==> src/rtl/ifetch_ir_pkg.sv <==
// Shared definitions for the instruction-fetch / IR stage: opcodes, FSM states, offset width.
package ifetch_ir_pkg;

  localparam logic [5:0] OP_J     = 6'b000010;
  localparam logic [5:0] OP_BGTZ  = 6'b000111;
  localparam int         OFFSET_W = 18;

  typedef enum logic [1:0] {
    S_IDLE = 2'd0,
    S_REQ  = 2'd1,
    S_HOLD = 2'd2,
    S_DROP = 2'd3
  } fetch_state_t;

endpackage

==> src/rtl/ifetch_decode.sv <==
// Combinational jump/branch field extraction from the instruction register.
module ifetch_decode
  import ifetch_ir_pkg::*;
#(
  parameter int DATA_W = 32
) (
  input  logic [DATA_W-1:0]   ir,
  input  logic                ir_valid,
  output logic                j_en,
  output logic                bgtz_en,
  output logic [OFFSET_W-1:0] offset
);

  logic [5:0] opcode;
  logic       unused_ir_bits;

  assign opcode         = ir[DATA_W-1 -: 6];
  assign unused_ir_bits = ^ir[DATA_W-7:16];

  // Enables are qualified so a stale or reset IR never redirects the PC.
  assign j_en    = ir_valid && (opcode == OP_J);
  assign bgtz_en = ir_valid && (opcode == OP_BGTZ);
  assign offset  = {ir[15:0], 2'b00};

endmodule

==> src/rtl/ifetch_ir.sv <==
// Instruction fetch / IR stage: req/ack memory read, IR hold until consumed, jump/branch decode.
// Optional memory timeout with sticky error flag when IFETCH_TIMEOUT_EN is defined.
module ifetch_ir
  import ifetch_ir_pkg::*;
#(
  parameter int                ADDR_W         = 32,
  parameter int                DATA_W         = 32,
  parameter int                TIMEOUT_CYCLES = 255,
  parameter logic [DATA_W-1:0] RESET_IR       = '0
) (
  input  logic                clk,
  input  logic                rst,
  input  logic [ADDR_W-1:0]   pc,
  input  logic                fetch_start,
  input  logic                flush,
  output logic                imem_req,
  output logic [ADDR_W-1:0]   imem_addr,
  input  logic                imem_ack,
  input  logic [DATA_W-1:0]   imem_rdata,
  output logic [DATA_W-1:0]   ir,
  output logic                ir_valid,
  input  logic                ir_ready,
  output logic                j_en,
  output logic                bgtz_en,
  output logic [OFFSET_W-1:0] offset,
  output logic                fetch_busy,
  output logic                fetch_err
);

  fetch_state_t state, state_nxt;
  logic         timeout_fire;
  logic         unused_pc_bits;

  assign unused_pc_bits = ^pc[1:0];

  // NOTE: sequential state uses non-blocking assignments so every register samples pre-edge values.
  always_ff @(posedge clk) begin
    if (rst) state <= S_IDLE;
    else     state <= state_nxt;
  end

  // NOTE: the default assignment first keeps this block free of inferred latches.
  always_comb begin
    state_nxt = state;
    unique case (state)
      S_IDLE: begin
        if (fetch_start && !flush) state_nxt = S_REQ;
      end
      S_REQ: begin
        if (imem_ack)          state_nxt = flush ? S_IDLE : S_HOLD;
        else if (flush)        state_nxt = S_DROP;
        else if (timeout_fire) state_nxt = S_IDLE;
      end
      S_HOLD: begin
        if (flush || ir_ready) state_nxt = S_IDLE;
      end
      S_DROP: begin
        if (imem_ack || timeout_fire) state_nxt = S_IDLE;
      end
      default: state_nxt = S_IDLE;
    endcase
  end

  // The bus transaction stays open through DROP so memory is never left with a dangling request.
  always_comb begin
    imem_req   = (state == S_REQ) || (state == S_DROP);
    ir_valid   = (state == S_HOLD);
    fetch_busy = (state != S_IDLE);
  end

  always_ff @(posedge clk) begin
    if (rst) begin
      imem_addr <= '0;
      ir        <= RESET_IR;
    end else begin
      if (state == S_IDLE && state_nxt == S_REQ) imem_addr <= {pc[ADDR_W-1:2], 2'b00};
      if (state == S_REQ && imem_ack && !flush)  ir <= imem_rdata;
    end
  end

`ifdef IFETCH_TIMEOUT_EN
  localparam int CNT_W = $clog2(TIMEOUT_CYCLES + 1);

  logic [CNT_W-1:0] to_cnt;
  logic             waiting;

  assign waiting = (state == S_REQ) || (state == S_DROP);
  // A flush in REQ takes priority: it restarts the wait in DROP instead of timing out.
  assign timeout_fire = waiting && !imem_ack && !(state == S_REQ && flush)
                        && (to_cnt == CNT_W'(TIMEOUT_CYCLES - 1));

  always_ff @(posedge clk) begin
    if (rst) begin
      to_cnt    <= '0;
      fetch_err <= 1'b0;
    end else begin
      if (state_nxt != state && (state_nxt == S_REQ || state_nxt == S_DROP)) to_cnt <= '0;
      else if (waiting && !imem_ack)                                            to_cnt <= to_cnt + 1'b1;
      if (timeout_fire) fetch_err <= 1'b1;
    end
  end
`else
  assign timeout_fire = 1'b0;
  assign fetch_err    = 1'b0;
`endif

  ifetch_decode #(.DATA_W(DATA_W)) u_decode (
    .ir       (ir),
    .ir_valid (ir_valid),
    .j_en     (j_en),
    .bgtz_en  (bgtz_en),
    .offset   (offset)
  );

endmodule

==> config.mk <==
export PLATFORM = sky130hd
export DESIGN_NAME = ifetch_ir
export DESIGN_NICKNAME = d
export VERILOG_FILES = /design/src/rtl/ifetch_ir_pkg.sv /design/src/rtl/ifetch_decode.sv /design/src/rtl/ifetch_ir.sv
export SDC_FILE = /design/constraint.sdc
export NUM_CORES = 1
export LEC_CHECK = 0
export ABC_AREA = 1
export BUFFER_PORTS_ARGS = -buffer_cell sky130_fd_sc_hd__buf_2
export CAP_MARGIN = 20
export CORE_AREA = 4 4 87 89
export CTS_CLUSTER_SIZE = 10
export DETAILED_ROUTE_END_ITERATION = 10
export DIE_AREA = 0 0 91 93
export PLACE_DENSITY = 0.74
export SLEW_MARGIN = 30
export SYNTH_ARGS = -nofsm -noshare
export SYNTH_HDL_FRONTEND = slang
export SYNTH_SLANG_ARGS = --single-unit
==> constraint.sdc <==
create_clock -name clk -period 1.13 [get_ports clk]
set_clock_uncertainty 0.1 [all_clocks]
set_input_delay 0.226 -clock clk [delete_from_list [all_inputs] [get_ports clk]]
set_output_delay 0.226 -clock clk [all_outputs]
set_load 0.1 [all_outputs]
==> impl_metrics.json <==
{
  "leakagePower_nw": 2.31,
  "maxSlewViolCount": 0,
  "place_ws_ns": -0.217,
  "cpMostUsedCell": "nand2_4",
  "diodes": 0,
  "start_kind": "flip-flop",
  "yosysWarningCount": 0,
  "grt.total_usage": 0.216,
  "antenna_found_initial": 0,
  "grt_pass1_vias": 2919,
  "setup_violations": 147,
  "dp_cells": 548,
  "maxCapViolCount": 0,
  "hp-class": "in -> reg",
  "fmax_ghz": 0.610,
  "die_w_um": 91,
  "seq_area_um2": 1410,
  "status": "finished with violations",
  "ys_ff_latch": 64,
  "crit_fanout": 3,
  "synth.area.top_cells": "dfxtp_1, nor2_1, buf_4, a21oi_1, nand3_1",
  "synth_top_area_cell": "dfxtp_1",
  "yosys.cell_types.count": 20,
  "core_um2": 6760,
  "failed_checks": "setup timing",
  "finalCritPeriodShare": 1.45,
  "dr.pass1.iters": 5,
  "cp-startpoint": "state[0]",
  "rsz0062_at_grt": "yes",
  "cts_sinks": 64,
  "crit_slowest_cell": "dfxtp_2",
  "critical_path.max_stage_delay_ns": 0.33,
  "grt_max_degree": 33,
  "min_from": "imem_rdata[27]",
  "required_ns": 0.80,
  "die_h_um": 93,
  "gp_congestion": 0.776,
  "num_vias": 2929,
  "synth_top_area_frac": 0.502,
  "start_util": 0.378,
  "layout.nets": 571,
  "fin_ws_ns": -0.510,
  "ios": 158,
  "ys_seq_area_frac": 0.502,
  "cts-buffers-inserted": 9,
  "die_area_um2": 8460,
  "place.detailed.hpwl_mm": 6.29,
  "clockRootBuffer": "clkbuf_8",
  "clk_latency_ns": 0.33,
  "worst_hold_slack_ns": 0.0385,
  "wl_per_cell_um": 16.4,
  "h-tree-depth": 3,
  "clockBufferDepth": 2,
  "drc": 0,
  "min_period_ns": 1.64,
  "path_cells": "inv_2 > nand2_4 > clkinvlp_4 > nand2_4 > nor3_4 > buf_12",
  "reg2reg_from": "state[0]",
  "clkTransAtPathRegs_ns": 0.07,
  "ant_nets": 0,
  "vias_per_cell": 5.00,
  "drtIter0Drc": 94,
  "finalHoldViolations": 0,
  "nFillCells": 362,
  "syn_inst": 330,
  "io_buffers": 150,
  "grt-ovfl-total": 0,
  "synth_area_per_cell_um2": 7.73,
  "multiInputGateArea_um2": 1200,
  "ir_worst_vdd_uv": 861,
  "cts_tree": "built",
  "synth_area_um2": 2550,
  "path_class": "reg -> out",
  "synthToLayoutAreaGrowth_pct": 117,
  "core.rowCount": 30,
  "arrival_ns": 1.31,
  "drive_gt1_frac": 0.660,
  "grt_first_pass_wirelength_mm": 14.5,
  "pwr_density_cell_nw_per_um2": 1100,
  "crit_path_end_kind": "output port",
  "cts_hold_buf": 0,
  "final_cells": 586,
  "routed_wl_mm": 9.61
}
==> per-stage QoR <==
stage / TNS (ns) / area, µm² / power, W / util
finish: -24.25 / 5540 / 0.00610 / 0.820
global route: -31.12 / 5540 / 0.00633 / 0.820
CTS: -21.35 / 5360 / 0.00609 / 0.793
detailed placement: -9.73 / 4800 / 0.00420 / 0.710
global placement: -7.97 / 4800 / 0.00417 / 0.710
floorplan: -2.63 / 2790 / 0.00354 / -
==> worst paths after layout <==
check             cells after the start  slack [ns]      endpoint
setup / recovery                      6       -0.51          j_en
hold / removal                        3        0.04        ir[27]
setup reg to reg                      9       -0.43        ir[10]
hold reg to reg                       2        0.38  imem_addr[4]
==> placed cells by master, fill, tap and decap left out, drive strengths merged <==
cell and count:
dfxtp 64, clkbuf 17, o21ai 32, clkinv 1, clkinvlp 2, a21oi 32, conb 5, nor3 2
inv 7, nor2 73, nand3 31, nand2 41, buf 199
==> cells by family (layout without fill, tap and decap cells) <==
logic type	after synthesis	in the layout	synth area share
and+or+nand+nor	147	147	0.239
buffers and inverters	54	226	0.131
AOI/OAI and AO/OA	64	64	0.126
DFF	64	64	0.502
other	1	5	0.00147
==> per-layer routing <==
metal | GRT usage | up-vias | share of wire
met2 | 0.383 | 151 | 0.54
met5 | 0 | - | 0
met1 | 0.242 | 1381 | 0.36
met3 | 0.0724 | 17 | 0.088
li1 | - | 1380 | -
met4 | 0.0754 | 0 | 0.018
==> worst max-delay path: cells and delay by family, from the launching register on <==
family | cells | cell delay (ns)
flip-flops | 1 | 0.33
buffers and inverters | 3 | 0.36
AND/OR/NAND/NOR | 3 | 0.29
==> cell type report <==
type | count | share of cell area
Timing Repair Buffer | 200 | 0.467
Sequential cell | 64 | 0.255
Multi-Input combinational cell | 216 | 0.216
Clock buffer | 16 | 0.0325
Tap cell | 80 | 0.0181
Inverter | 10 | 0.0104
==> cell usage after synthesis <==
cell type / count
a21oi_1: 32
inv_2: 1
clkbuf_2: 2
buf_6: 3
buf_4: 27
clkbuf_1: 8
nor2_1: 70
nand2_1: 39
o21ai_1: 7
nor2_4: 1
buf_2: 4
clkinv_2: 1
nand2_2: 2
nor3_1: 2
nand3_1: 31
nor2_2: 2
conb_1: 1
dfxtp_1: 64
inv_1: 8
o21ai_0: 25
==> registers in the layout (all words and copies together) (netlist names) <==
register	count
imem_addr	30
ir	32
state	2
==> report_power, final <==
part | total [W] | leakage, nW | internal [W] | switching, W
clock | 0.00178 | 0.0910 | 0.000982 | 0.000801
sequential | 0.00242 | 0.556 | 0.00232 | 0.000104
combinational | 0.00189 | 1.67 | 0.000696 | 0.00119
==> timing repair <==
action / CTS / global route
pin swaps: 19 / 18
endpoints found under the hold margin: 0 / 0
setup endpoints to repair: 146 / 147
setup buffers: 13 / 10
gates cloned: 5 / 1
gates resized for setup: 69 / 38
(Power assumes the default switching activity.)
